<file path="src/rtl/unified_mem_arbiter_if.sv">
// Core-side fetch/LSU request ports and memory-macro port of the unified memory arbiter.
interface unified_mem_arbiter_if #(
    parameter int unsigned ADDR_W = 32,
    parameter int unsigned DATA_W = 32
);
    localparam int unsigned BE_W = DATA_W / 8;

    logic              if_req;
    logic [ADDR_W-1:0] if_addr;
    logic [DATA_W-1:0] if_rdata;
    logic              if_done;

    logic              d_req;
    logic              d_we;
    logic [ADDR_W-1:0] d_addr;
    logic [DATA_W-1:0] d_wdata;
    logic [BE_W-1:0]   d_be;
    logic [DATA_W-1:0] d_rdata;
    logic              d_done;

    logic              err;
    logic              busy;

    logic              mem_en;
    logic              mem_we;
    logic [ADDR_W-1:0] mem_addr;
    logic [DATA_W-1:0] mem_wdata;
    logic [BE_W-1:0]   mem_be;
    logic [DATA_W-1:0] mem_rdata;
    logic              mem_ready;

    modport slave (
        input  if_req, if_addr, d_req, d_we, d_addr, d_wdata, d_be, mem_rdata, mem_ready,
        output if_rdata, if_done, d_rdata, d_done, err, busy,
               mem_en, mem_we, mem_addr, mem_wdata, mem_be
    );

    modport master (
        output if_req, if_addr, d_req, d_we, d_addr, d_wdata, d_be, mem_rdata, mem_ready,
        input  if_rdata, if_done, d_rdata, d_done, err, busy,
               mem_en, mem_we, mem_addr, mem_wdata, mem_be
    );
endinterface

</file>
<file path="src/rtl/unified_mem_arbiter.sv">
// Shares one single-ported instruction/data memory between fetch and load/store,
// alternating grants on conflict and aborting accesses that exceed TIMEOUT cycles.
module unified_mem_arbiter #(
    parameter int unsigned ADDR_W  = 32,
    parameter int unsigned DATA_W  = 32,
    parameter int unsigned TIMEOUT = 15
) (
    input logic                  clk,
    input logic                  reset,
    unified_mem_arbiter_if.slave bus
);
    localparam int unsigned BE_W  = DATA_W / 8;
    localparam int unsigned CNT_W = (TIMEOUT < 2) ? 1 : $clog2(TIMEOUT + 1);
    localparam logic [CNT_W-1:0] CNT_LAST = CNT_W'(TIMEOUT - 1);

    typedef enum logic [1:0] {
        IDLE = 2'd0,
        ACC  = 2'd1,
        RESP = 2'd2
    } state_e;

    typedef enum logic {
        GRANT_FETCH = 1'b0,
        GRANT_DATA  = 1'b1
    } grant_e;

    typedef struct packed {
        logic [ADDR_W-1:0] addr;
        logic              we;
        logic [DATA_W-1:0] wdata;
        logic [BE_W-1:0]   be;
    } acc_t;

    state_e           state_q;
    state_e           state_d;
    grant_e           last_grant_q;
    acc_t             acc_q;
    logic [CNT_W-1:0] cnt_q;

    logic grant_fetch_c;
    logic grant_data_c;
    logic complete_c;
    logic timeout_c;

    // State register
    always_ff @(posedge clk or negedge reset) begin
        if (!reset) begin
            state_q <= IDLE;
        end else begin
            state_q <= state_d;
        end
    end

    // Next state, grant decision and memory-port decode
    always_comb begin
        state_d       = state_q;
        grant_fetch_c = 1'b0;
        grant_data_c  = 1'b0;
        complete_c    = 1'b0;
        timeout_c     = 1'b0;
        bus.mem_en    = 1'b0;
        bus.mem_we    = 1'b0;
        bus.mem_addr  = '0;
        bus.mem_wdata = '0;
        bus.mem_be    = '0;
        bus.busy      = (state_q != IDLE);

        case (state_q)
            IDLE: begin
                // Data wins a conflict unless it won the previous grant
                if (bus.d_req && (!bus.if_req || (last_grant_q == GRANT_FETCH))) begin
                    grant_data_c = 1'b1;
                end else if (bus.if_req) begin
                    grant_fetch_c = 1'b1;
                end
                if (grant_data_c || grant_fetch_c) begin
                    state_d = ACC;
                end
            end
            ACC: begin
                bus.mem_en    = 1'b1;
                bus.mem_we    = acc_q.we;
                bus.mem_addr  = acc_q.addr;
                bus.mem_wdata = acc_q.wdata;
                bus.mem_be    = acc_q.be;
                // A ready on the last allowed cycle still counts as a normal completion
                if (bus.mem_ready) begin
                    complete_c = 1'b1;
                end else if (cnt_q == CNT_LAST) begin
                    timeout_c = 1'b1;
                end
                if (complete_c || timeout_c) begin
                    state_d = RESP;
                end
            end
            RESP: begin
                state_d = IDLE;
            end
            default: begin
                state_d = IDLE;
            end
        endcase
    end

    // Request latch, wait counter and registered completion outputs
    always_ff @(posedge clk or negedge reset) begin
        if (!reset) begin
            last_grant_q <= GRANT_FETCH;
            acc_q        <= '0;
            cnt_q        <= '0;
            bus.if_rdata <= '0;
            bus.if_done  <= 1'b0;
            bus.d_rdata  <= '0;
            bus.d_done   <= 1'b0;
            bus.err      <= 1'b0;
        end else begin
            bus.if_done <= 1'b0;
            bus.d_done  <= 1'b0;
            bus.err     <= 1'b0;

            if (grant_data_c) begin
                last_grant_q <= GRANT_DATA;
                acc_q.addr   <= bus.d_addr;
                acc_q.we     <= bus.d_we;
                acc_q.wdata  <= bus.d_wdata;
                acc_q.be     <= bus.d_be;
                cnt_q        <= '0;
            end else if (grant_fetch_c) begin
                last_grant_q <= GRANT_FETCH;
                acc_q.addr   <= bus.if_addr;
                acc_q.we     <= 1'b0;
                acc_q.wdata  <= '0;
                acc_q.be     <= '1;
                cnt_q        <= '0;
            end else if (state_q == ACC) begin
                cnt_q <= cnt_q + CNT_W'(1);
            end

            if (complete_c || timeout_c) begin
                bus.err <= timeout_c;
                if (last_grant_q == GRANT_DATA) begin
                    bus.d_done  <= 1'b1;
                    bus.d_rdata <= complete_c ? bus.mem_rdata : '0;
                end else begin
                    bus.if_done  <= 1'b1;
                    bus.if_rdata <= complete_c ? bus.mem_rdata : '0;
                end
            end
        end
    end
endmodule

</file>
<file path="src/flat_wrapper.sv">
// flat-port wrapper written by rule: the top's interface ports become plain ports
module unified_mem_arbiter_flat 
#(
    parameter int unsigned ADDR_W  = 32,
    parameter int unsigned DATA_W  = 32,
    parameter int unsigned TIMEOUT = 15
)
  (clk, reset, bus_if_req, bus_if_addr, bus_d_req, bus_d_we, bus_d_addr, bus_d_wdata, bus_d_be, bus_mem_rdata, bus_mem_ready, bus_if_rdata, bus_if_done, bus_d_rdata, bus_d_done, bus_err, bus_busy, bus_mem_en, bus_mem_we, bus_mem_addr, bus_mem_wdata, bus_mem_be);
  unified_mem_arbiter_if #(.ADDR_W(ADDR_W), .DATA_W(DATA_W)) bus_i ();
  input logic clk;
  input logic reset;
  input wire logic [$bits(bus_i.if_req)-1:0] bus_if_req;
  input wire logic [$bits(bus_i.if_addr)-1:0] bus_if_addr;
  input wire logic [$bits(bus_i.d_req)-1:0] bus_d_req;
  input wire logic [$bits(bus_i.d_we)-1:0] bus_d_we;
  input wire logic [$bits(bus_i.d_addr)-1:0] bus_d_addr;
  input wire logic [$bits(bus_i.d_wdata)-1:0] bus_d_wdata;
  input wire logic [$bits(bus_i.d_be)-1:0] bus_d_be;
  input wire logic [$bits(bus_i.mem_rdata)-1:0] bus_mem_rdata;
  input wire logic [$bits(bus_i.mem_ready)-1:0] bus_mem_ready;
  output wire logic [$bits(bus_i.if_rdata)-1:0] bus_if_rdata;
  output wire logic [$bits(bus_i.if_done)-1:0] bus_if_done;
  output wire logic [$bits(bus_i.d_rdata)-1:0] bus_d_rdata;
  output wire logic [$bits(bus_i.d_done)-1:0] bus_d_done;
  output wire logic [$bits(bus_i.err)-1:0] bus_err;
  output wire logic [$bits(bus_i.busy)-1:0] bus_busy;
  output wire logic [$bits(bus_i.mem_en)-1:0] bus_mem_en;
  output wire logic [$bits(bus_i.mem_we)-1:0] bus_mem_we;
  output wire logic [$bits(bus_i.mem_addr)-1:0] bus_mem_addr;
  output wire logic [$bits(bus_i.mem_wdata)-1:0] bus_mem_wdata;
  output wire logic [$bits(bus_i.mem_be)-1:0] bus_mem_be;
  assign bus_i.if_req = bus_if_req;
  assign bus_i.if_addr = bus_if_addr;
  assign bus_i.d_req = bus_d_req;
  assign bus_i.d_we = bus_d_we;
  assign bus_i.d_addr = bus_d_addr;
  assign bus_i.d_wdata = bus_d_wdata;
  assign bus_i.d_be = bus_d_be;
  assign bus_i.mem_rdata = bus_mem_rdata;
  assign bus_i.mem_ready = bus_mem_ready;
  assign bus_if_rdata = bus_i.if_rdata;
  assign bus_if_done = bus_i.if_done;
  assign bus_d_rdata = bus_i.d_rdata;
  assign bus_d_done = bus_i.d_done;
  assign bus_err = bus_i.err;
  assign bus_busy = bus_i.busy;
  assign bus_mem_en = bus_i.mem_en;
  assign bus_mem_we = bus_i.mem_we;
  assign bus_mem_addr = bus_i.mem_addr;
  assign bus_mem_wdata = bus_i.mem_wdata;
  assign bus_mem_be = bus_i.mem_be;
  unified_mem_arbiter #(.ADDR_W(ADDR_W), .DATA_W(DATA_W), .TIMEOUT(TIMEOUT)) u_core (.clk(clk), .reset(reset), .bus(bus_i));
endmodule
</file>
<file path="config.mk">
export PLATFORM = sky130hd
export DESIGN_NAME = unified_mem_arbiter_flat
export DESIGN_NICKNAME = d
export VERILOG_FILES = /design/src/rtl/unified_mem_arbiter_if.sv /design/src/rtl/unified_mem_arbiter.sv /design/src/flat_wrapper.sv
export SDC_FILE = /design/constraint.sdc
export NUM_CORES = 1
export LEC_CHECK = 0
export CAP_MARGIN = 20
export CELL_PAD_IN_SITES_DETAIL_PLACEMENT = 2
export CELL_PAD_IN_SITES_GLOBAL_PLACEMENT = 2
export CORE_ASPECT_RATIO = 1.25
export CORE_MARGIN = 5
export CORE_UTILIZATION = 26
export CTS_CLUSTER_DIAMETER = 60
export CTS_CLUSTER_SIZE = 28
export DETAILED_ROUTE_END_ITERATION = 6
export PLACE_DENSITY = 0.86
export SLEW_MARGIN = 0
export SYNTH_ARGS = -nofsm -noshare
export SYNTH_HDL_FRONTEND = slang
export SYNTH_SLANG_ARGS = --single-unit
</file>
<file path="constraint.sdc">
create_clock -name clk -period 2.15 [get_ports clk]
set_clock_uncertainty 0.1 [all_clocks]
set_input_delay 0.215 -clock clk [delete_from_list [all_inputs] [get_ports clk]]
set_output_delay 0.215 -clock clk [all_outputs]
set_load 0.1 [all_outputs]
</file>
==> flow_summary_export.csv, run 1 <==
group,metric,value,unit
run_status,status,"complete, no violations",
critical_path,crit_slowest_cell,"dfrtp_1",
grt,use_met1,21.76,%
clock_network,cts_made_buffers,17,
clock_network,cts_tree,"done",
floorplan,dieWidth,149.3,um
floorplan,coreArea,23810,sq um
critical_path,crit_fanout,15,
synth,syn_area_per_cell,11.74,sq um
grt,grtUsageTotal,19.02,%
placed_design,hpwl,18.84,mm
critical_path,reg2reg_from,"u_core.cnt_q[0]",
grt,grt_use_met2,34.95,%
placed_design,port_buffers,275,
sta,period_share,95.92,%
grt,grt_pass1_wl,40.45,mm
layout,layout_commonest_cell,"dfrtp_1",
synth,synthTopCellsByArea,"dfrtp_1 (57%), a32o_1 (10%), and2_1 (6.9%)",
synth,ys_types,33,
floorplan,core.rowCount,63,
floorplan,ioPinCount,276,
sta,finalHoldViolCount,0,
sta,timing.slew.headroom,60.83,%
placed_design,placedCellCount,1104,
drt,drt_wl_total,26.75,mm
synth,yosysTopAreaCell,"dfrtp_1",
critical_path,cp-start-kind,"register",
critical_path,cp_data_required_time,1.84,ns
sta,setup_viol,0,
clock_network,cts_setup_buffers,0,
drt,drcViolationCount,0,
critical_path,crit_start,"u_core.state_q[0]",
clock_network,cts.reportedPaths.clkPinSlew,0.07,ns
sta,tightest_slew,0.5867,ns
placed_design,dpl_cell_area,10020,sq um
synth,yosys_warnings,0,
synth,synth-main-ff-cell,"dfrtp_1",
sta,slew_violations,0,
synth,synthesis.area,6304,sq um
layout,finalCoreUtilization,44.97,%
critical_path,path_depth,5,
clock_network,cts_sinks,143,
grt,antenna_found_initial,1,
critical_path,r2r_slack,0.42,ns
critical_path,critPathTopFamily,"flip-flops",
min_path,hold_path.class,"input pin to asynchronous set/reset pin",
drt,dr_total_vias,5795,
placed_design,pre_cts_ws,0.2876,ns
grt,grt_pass1_vias,6576,
sta,timing.fmax,484.9,MHz
layout,multi_input_area,2317,sq um
drt,wl_per_cell,23.45,um
layout,fin_nets,942,
critical_path,r2r_cells,6,
layout,syn_to_final_growth,69.83,%
layout,final_area,10710,sq um
floorplan,start_util,26.48,%
clock_network,cts.htree.levels,4,
synth,yosysTopAreaCellShare,56.77,%
synth,synth-edff-count,0,
sta,grt_setup_unrepaired,"false",
layout,regArea,3580,sq um
layout,fillers,2374,
synth,async_reset_ff_share,100.0,%
clock_network,cts_root_buf,"clkbuf_16",
drt,final_antenna_net_count,0,
floorplan,die_area,27480,sq um
synth,synth_seq_cells,143,
layout,layout_common_cells,"dfrtp_1 (142), clkdlybuf4s50_1 (136), buf_4 (81)",
synth,synthCells,537,
floorplan,die_h,184.1,um
sta,worst_slack,0.08773,ns
critical_path,cp.arrival,1.75,ns
grt,grt_max_degree,42,
drt,routed_via_density,5.079,
critical_path,endpoint_kind,"output port",
grt,grt.overflow.total,0,
sta,min_period,2.062,ns
clock_network,clockBufferDepth,2,
grt,grt_util_met3,5.253,%
critical_path,cp_num_buf_inv,3,
critical_path,crit_path_cell_trace,"nand2b_4 > clkinv_8 > clkbuf_16 > and2_2 > buf_12",
run,max-cap-violations,0,
drt,drt-initial-drc-count,210,
critical_path,max_stage_delay,0.46,ns
critical_path,critPathKind,"register to output port",
drt,drtPass1Iterations,4,
clock_network,worst_skew_pair.late_latency,0.41,ns
layout,final_layout_size_suffix_gt1_share,27.36,%
synth,ys_seq_area_share,56.77,%
placed_design,place.gp.congestion,0.7531,
grt,top_usage_layer,"met2",
layout,fin_cells,1141,
synth,synth_nets,677,
==> what timing repair did <==
action,CTS,global route
hold endpoints to repair,119,0
hold buffers,1,0
cloned,1,2
endpoints found under the setup margin,57,65
gates resized for setup,5,6
==> worst paths after layout <==
kind / end
max: bus_mem_be[0]
min: u_core.bus.d_rdata[16]
max reg2reg: u_core.bus.d_rdata[3]
min reg2reg: u_core.bus.if_rdata[18]
max in group asynchronous: u_core.acc_q[32]
min in group clk: u_core.acc_q[51]
==> sequential cells by signal, indices dropped and copies added, names as in the netlist <==
name,cells
u_core.bus.d_done,1
u_core.cnt_q,4
u_core.bus.if_rdata,32
u_core.bus.if_done,1
u_core.bus.d_rdata,32
u_core.bus.err,1
u_core.state_q,2
u_core.acc_q,69
u_core.last_grant_q,1
==> cell type report <==
cell class                 count  share of cell area, %
multi-input combinational    298                  21.65
clock buffer                  17                  3.974
timing repair buffer         303                  34.30
inverter                      39                  1.484
antenna                        1                0.02338
tap                          325                  3.798
clock inverter                15                  1.332
sequential                   143                  33.44
==> cell usage after synthesis, types with 4 or more instances <==
library cell and instances:
a22o_1 33, a32o_1 64, and2_1 70, buf_2 14
buf_6 7, clkbuf_1 36, dfrtp_1 143, inv_1 35
inv_2 4, nand2_1 4, o2111ai_1 32, o211ai_1 32
o21ai_0 18, o21ai_1 16, o22a_1 4
==> logic make-up after synthesis <==
kind of cell    share of synthesized area, %
compound gates                         26.90
flops                                  56.77
buf+inv                                6.828
simple gates                           8.972
fa+ha+maj                             0.3969
xor+xnor                              0.1390
==> metrics by stage <==
stage / setup TNS [ns] / hold WS, ns
floorplan: -0.09009 / -0.1806
global placement: 0 / 0.06000
detailed placement: 0 / 0.05802
CTS: -0.007263 / 0.1814
global route: 0 / 0.2103
finish: 0 / 0.2058
==> layer usage <==
layer  part of all wire [%]  up-vias
li1                       -     2570
met1                     38     3003
met2                     54      200
met3                    5.8       22
met4                    1.5        0
met5                      0        -
Power of run 1 is left out: the tool's default activity adds up to more than one toggle a clock period on the data nets, which glitch-free logic cannot reach.
==> run 2, diff against run 1 <==
--- a/config.mk
+++ b/config.mk
@@ -7,2 +7,3 @@
 export LEC_CHECK = 0
+export ABC_CLOCK_PERIOD_IN_PS = 2150
 export CAP_MARGIN = 20
==> constraint.sdc (replaced) <==
create_clock -name clk -period 2.15 [get_ports clk]
set_clock_uncertainty 0.1 [all_clocks]
set_input_delay 0.5375 -clock clk [delete_from_list [all_inputs] [get_ports clk]]
set_output_delay 0.5375 -clock clk [all_outputs]
set_load 0.1 [all_outputs]
==> flow_summary_export.csv, run 2 (same netlist as run 1, synthesis figures left out) <==
group,metric,value,unit
critical_path,critPathKind,"register to output port",
critical_path,endpoint_kind,"output port",
drt,drcViolationCount,0,
sta,tightest_slew,0.7047,ns
clock_network,cts.htree.levels,4,
layout,fin_nets,954,
clock_network,cts_tree,"done",
min_path,hp-start,"u_core.bus.if_rdata[7]",
run,max-cap-violations,0,
layout,largest_register_ffs,69,
drt,drtPass1Iterations,4,
min_path,hold_path.class,"register to register",
sta,min_period,2.336,ns
grt,grt_max_degree,65,
clock_network,cts.reportedPaths.clkPinSlew,0.06,ns
placed_design,dpl_cell_area,10350,sq um
grt,grt_pass1_wl,42.54,mm
layout,regArea,3580,sq um
sta,setup_viol,69,
critical_path,cp_data_required_time,1.51,ns
layout,fillers,2350,
critical_path,r2r-end,"u_core.bus.if_rdata[14]",
sta,worst_slack,-0.1856,ns
critical_path,cp.arrival,1.70,ns
layout,regMostFlops,"u_core.acc_q",
clock_network,worst_skew_pair.late_latency,0.42,ns
placed_design,port_buffers,275,
floorplan,die_area,27480,sq um
drt,drt_wl_total,28.16,mm
critical_path,reg2reg_from,"u_core.state_q[1]",
layout,layout_commonest_cell,"dfrtp_1",
floorplan,core.rowCount,63,
clock_network,cts_made_buffers,17,
drt,drt-initial-drc-count,184,
layout,reg_top3,"u_core.acc_q: 69 flops, u_core.bus.d_rdata: 32 flops, u_core.bus.if_rdata: 32 flops",
grt,grt_pass1_vias,6870,
sta,grt_setup_unrepaired,"true",
drt,dr_wl_met2,15.52,mm
critical_path,crit_fanout,10,
placed_design,place.gp.congestion,0.7667,
layout,final_layout_size_suffix_gt1_share,35.11,%
sta,timing.fmax,428.2,MHz
placed_design,hpwl,20.14,mm
grt,grtUsageTotal,20.26,%
min_path,hold_end,"u_core.bus.if_rdata[7]",
min_path,hold_depth,1,
drt,final_antenna_net_count,0,
layout,final_area,11150,sq um
sta,timing.slew.headroom,53.02,%
sta,slew_violations,0,
critical_path,cp-start-kind,"register",
floorplan,die_h,184.1,um
layout,syn_to_final_growth,76.90,%
sta,period_share,108.6,%
layout,multi_input_area,2434,sq um
critical_path,r2r_cells,5,
run_status,violations,"negative setup slack",
floorplan,dieWidth,149.3,um
drt,m1WireLength,10.21,mm
clock_network,cts_sinks,143,
sta,finalHoldWorstSlack,0.3941,ns
floorplan,coreArea,23810,sq um
floorplan,start_util,26.48,%
placed_design,placedCellCount,1114,
drt,wl_per_cell,24.40,um
layout,fin_cells,1154,
grt,grt.overflow.total,0,
grt,antenna_found_initial,3,
drt,routed_via_density,5.068,
layout,layout_common_cells,"dfrtp_1 (142), clkdlybuf4s50_1 (136), buf_12 (95)",
drt,dr.max_layer_used,"met4",
drt,dr_total_vias,5848,
drt,met3_length,1.417,mm
run_status,status,"complete, but fails checks",
critical_path,r2r_slack,0.21,ns
sta,finalHoldViolCount,0,
floorplan,ioPinCount,276,
clock_network,cts_root_buf,"clkbuf_16",
clock_network,clockBufferDepth,2,
[run 2: cell count changes in the layout (fill, tap and decap cells not counted), moves of 2 or more]
cell,before,now
and2_1,58,1
and2_2,8,29
and2_4,5,41
buf_12,79,95
buf_6,3,1
bufinv_16,0,4
clkinv_4,2,0
clkinv_8,2,0
diode_2,1,3
[run 2: stage by stage]
step           util [%]  TNS, ns  worst slack (ns)
6_report          46.84   -10.89           -0.1856
5_1_grt           46.84   -14.19           -0.2241
2_1_floorplan         -   -1.776           -0.2220
4_1_cts           46.68   -11.45           -0.1897
3_3_place_gp      43.49        0           0.03426
3_5_place_dp      43.49  -0.3927          -0.04214
[run 2: how the worst max path moves through the flow]
stage	start	to	slack, ns	cells after the start
detailed placement	bus_mem_ready	u_core.bus.d_rdata[21]	-0.04	3
floorplan	u_core.state_q[1]	bus_mem_be[0]	-0.22	5
finish	u_core.state_q[1]	bus_mem_addr[3]	-0.19	5
global placement	bus_if_req	u_core.acc_q[2]	0.03	6
global route	u_core.state_q[1]	bus_mem_addr[17]	-0.22	5
CTS	u_core.state_q[1]	bus_mem_addr[29]	-0.19	5
[run 2: layout make-up]
class | instances | share of cell area (%)
clock inverter | 13 | 1.795
sequential | 143 | 32.10
clock buffer | 18 | 3.849
multi-input combinational | 298 | 21.82
antenna | 3 | 0.06732
timing repair buffer | 315 | 35.31
tap | 325 | 3.647
inverter | 39 | 1.403
[run 2: metal layers]
metal  GRT usage [%]  up-vias
met4           8.645        0
met3           4.562       41
met5               0        -
met1           21.60     3017
li1                -     2580
met2           38.03      210
[run 2: timing repair]
action / in CTS / in global routing
hold buffers: 1 / 0
setup buffers: 3 / 0
cloned: 1 / 1
hold endpoints to repair: 45 / 0
resized for setup: 42 / 1
pin swaps: 5 / 0
endpoints found under the setup margin: 71 / 70
[run 2: critical path: stages, from the launching register on]
cell,delay [ns]
dfrtp_1,0.42
nand2b_4,0.19
inv_8,0.12
clkbuf_16,0.18
and2_2,0.17
buf_12,0.17
Power of run 2 is left out for the same reason.
==> run 3, diff against run 2 <==
CORE_MARGIN = unset   (was 5)
CTS_BUF_LIST = sky130_fd_sc_hd__clkbuf_8   (was unset)
TNS_END_PERCENT = 30   (was unset)
==> flow_summary_export.csv, run 3 (same netlist as run 1, synthesis figures left out) <==
group,metric,value,unit
drt,dr_total_vias,5883,
drt,wl_per_cell,22.90,um
sta,worst_slack,-0.1082,ns
critical_path,endpoint_kind,"output port",
clock_network,worst_skew_pair.late_latency,0.44,ns
grt,grt_pass1_wl,39.44,mm
floorplan,coreArea,23730,sq um
placed_design,hpwl,18.05,mm
grt,grt.overflow.total,0,
grt,grtUsageTotal,21.07,%
layout,finalCoreUtilization,45.93,%
clock_network,cts.reportedPaths.clkPinSlew,0.08,ns
drt,final_antenna_net_count,0,
layout,final_layout_size_suffix_gt1_share,35.19,%
layout,layout_common_cells,"dfrtp_1 (141), clkdlybuf4s50_1 (136), buf_12 (86)",
grt,grt_pass1_vias,6525,
clock_network,cts_sinks,143,
critical_path,cp-start-kind,"register",
grt,grt_max_degree,65,
drt,drt-initial-drc-count,210,
floorplan,die_h,176.1,um
run,max-cap-violations,0,
grt,antenna_found_initial,4,
clock_network,clockBufferDepth,2,
critical_path,r2r_cells,6,
placed_design,place.gp.congestion,0.7605,
sta,min_period,2.258,ns
clock_network,cts_tree,"done",
min_path,hold_depth,1,
clock_network,cts.htree.levels,4,
critical_path,critPathKind,"register to output port",
min_path,hold_path.class,"register to register",
layout,regMostFlops,"u_core.acc_q",
floorplan,dieWidth,141.3,um
placed_design,port_buffers,275,
drt,routed_via_density,5.102,
layout,fin_nets,951,
layout,layout_commonest_cell,"dfrtp_1",
drt,drtPass1Iterations,5,
sta,setup_viol,70,
critical_path,cp.arrival,1.62,ns
floorplan,die_area,24870,sq um
critical_path,cp_data_required_time,1.51,ns
floorplan,start_util,26.57,%
floorplan,core.rowCount,63,
sta,slew_violations,0,
sta,tightest_slew,0.7283,ns
layout,reg_top3,"u_core.acc_q: 69 flops, u_core.bus.d_rdata: 32 flops, u_core.bus.if_rdata: 32 flops",
sta,grt_setup_unrepaired,"true",
run_status,status,"complete, but fails checks",
sta,timing.slew.headroom,51.44,%
layout,largest_register_ffs,69,
critical_path,crit_fanout,11,
sta,period_share,105.0,%
floorplan,ioPinCount,276,
layout,fillers,2326,
drt,drcViolationCount,0,
sta,timing.fmax,442.8,MHz
drt,drt_wl_total,26.40,mm
clock_network,cts_root_buf,"clkbuf_8",
run_status,violations,"negative setup slack",
layout,syn_to_final_growth,72.89,%
sta,finalHoldWorstSlack,0.4001,ns
sta,finalHoldViolCount,0,
clock_network,cts_made_buffers,17,
-- run 3: timing repair --
action                     in CTS  in global routing
pin swaps                      15                 38
setup endpoints to repair      71                 72
hold endpoints to repair       41                  0
buffers inserted                3                  3
hold buffers                    1                  0
gates resized for setup        53                 22
cloned                          2                  3
-- run 3: per-stage QoR --
| stage | setup WS [ns] | std cells | setup TNS, ns | area [sq um] |
|---|---|---|---|---|
| after global routing | -0.1832 | 1153 | -11.75 | 10900 |
| after CTS | -0.1937 | 1143 | -10.59 | 10750 |
| after detailed placement | -0.04228 | 1105 | -0.4100 | 10110 |
| after floorplan | -0.2661 | 537 | -14.44 | 6340 |
| final | -0.1082 | 1153 | -6.287 | 10900 |
| after global placement | 0.02260 | 1105 | 0 | 10110 |
-- run 3: final cells by class --
cell class                 count  area (sq um)  area share (%)
clock buffer                  18         247.7           2.273
sequential                   143          3581           32.86
multi-input combinational    298          2470           22.66
inverter                      39         161.4           1.481
timing repair buffer         312          3844           35.27
clock inverter                14         177.7           1.630
antenna                        4         10.01         0.09185
tap                          325         406.6           3.731
-- run 3: per-layer routing --
| layer | GRT usage [%] | part of all wire (%) | wire length (um) |
|---|---|---|---|
| met1 | 24.01 | 38 | 9951 |
| met3 | 4.231 | 4.7 | 1250 |
| met2 | 37.46 | 53 | 14080 |
| met5 | 0 | 0 | 0 |
| met4 | 10.19 | 4.2 | 1115 |
-- run 3: worst paths after layout --
path,startpoint,endpoint,slack [ns]
setup / recovery,u_core.state_q[1],bus_mem_addr[4],-0.11
hold / removal,u_core.bus.d_rdata[8],u_core.bus.d_rdata[8],0.40
setup reg to reg,u_core.state_q[1],u_core.bus.d_rdata[31],0.08
hold reg to reg,u_core.bus.d_rdata[8],u_core.bus.d_rdata[8],0.40
max in group asynchronous,reset,u_core.last_grant_q,0.75
min in group asynchronous,reset,u_core.bus.d_rdata[19],0.51
-- run 3: critical path: stages (launching register included) --
cell and delay [ns]:
dfrtp_1 0.39, nand2b_4 0.18, clkinv_8 0.11, buf_12 0.15
and2_4 0.17, buf_12 0.17
Power of run 3 is left out for the same reason.
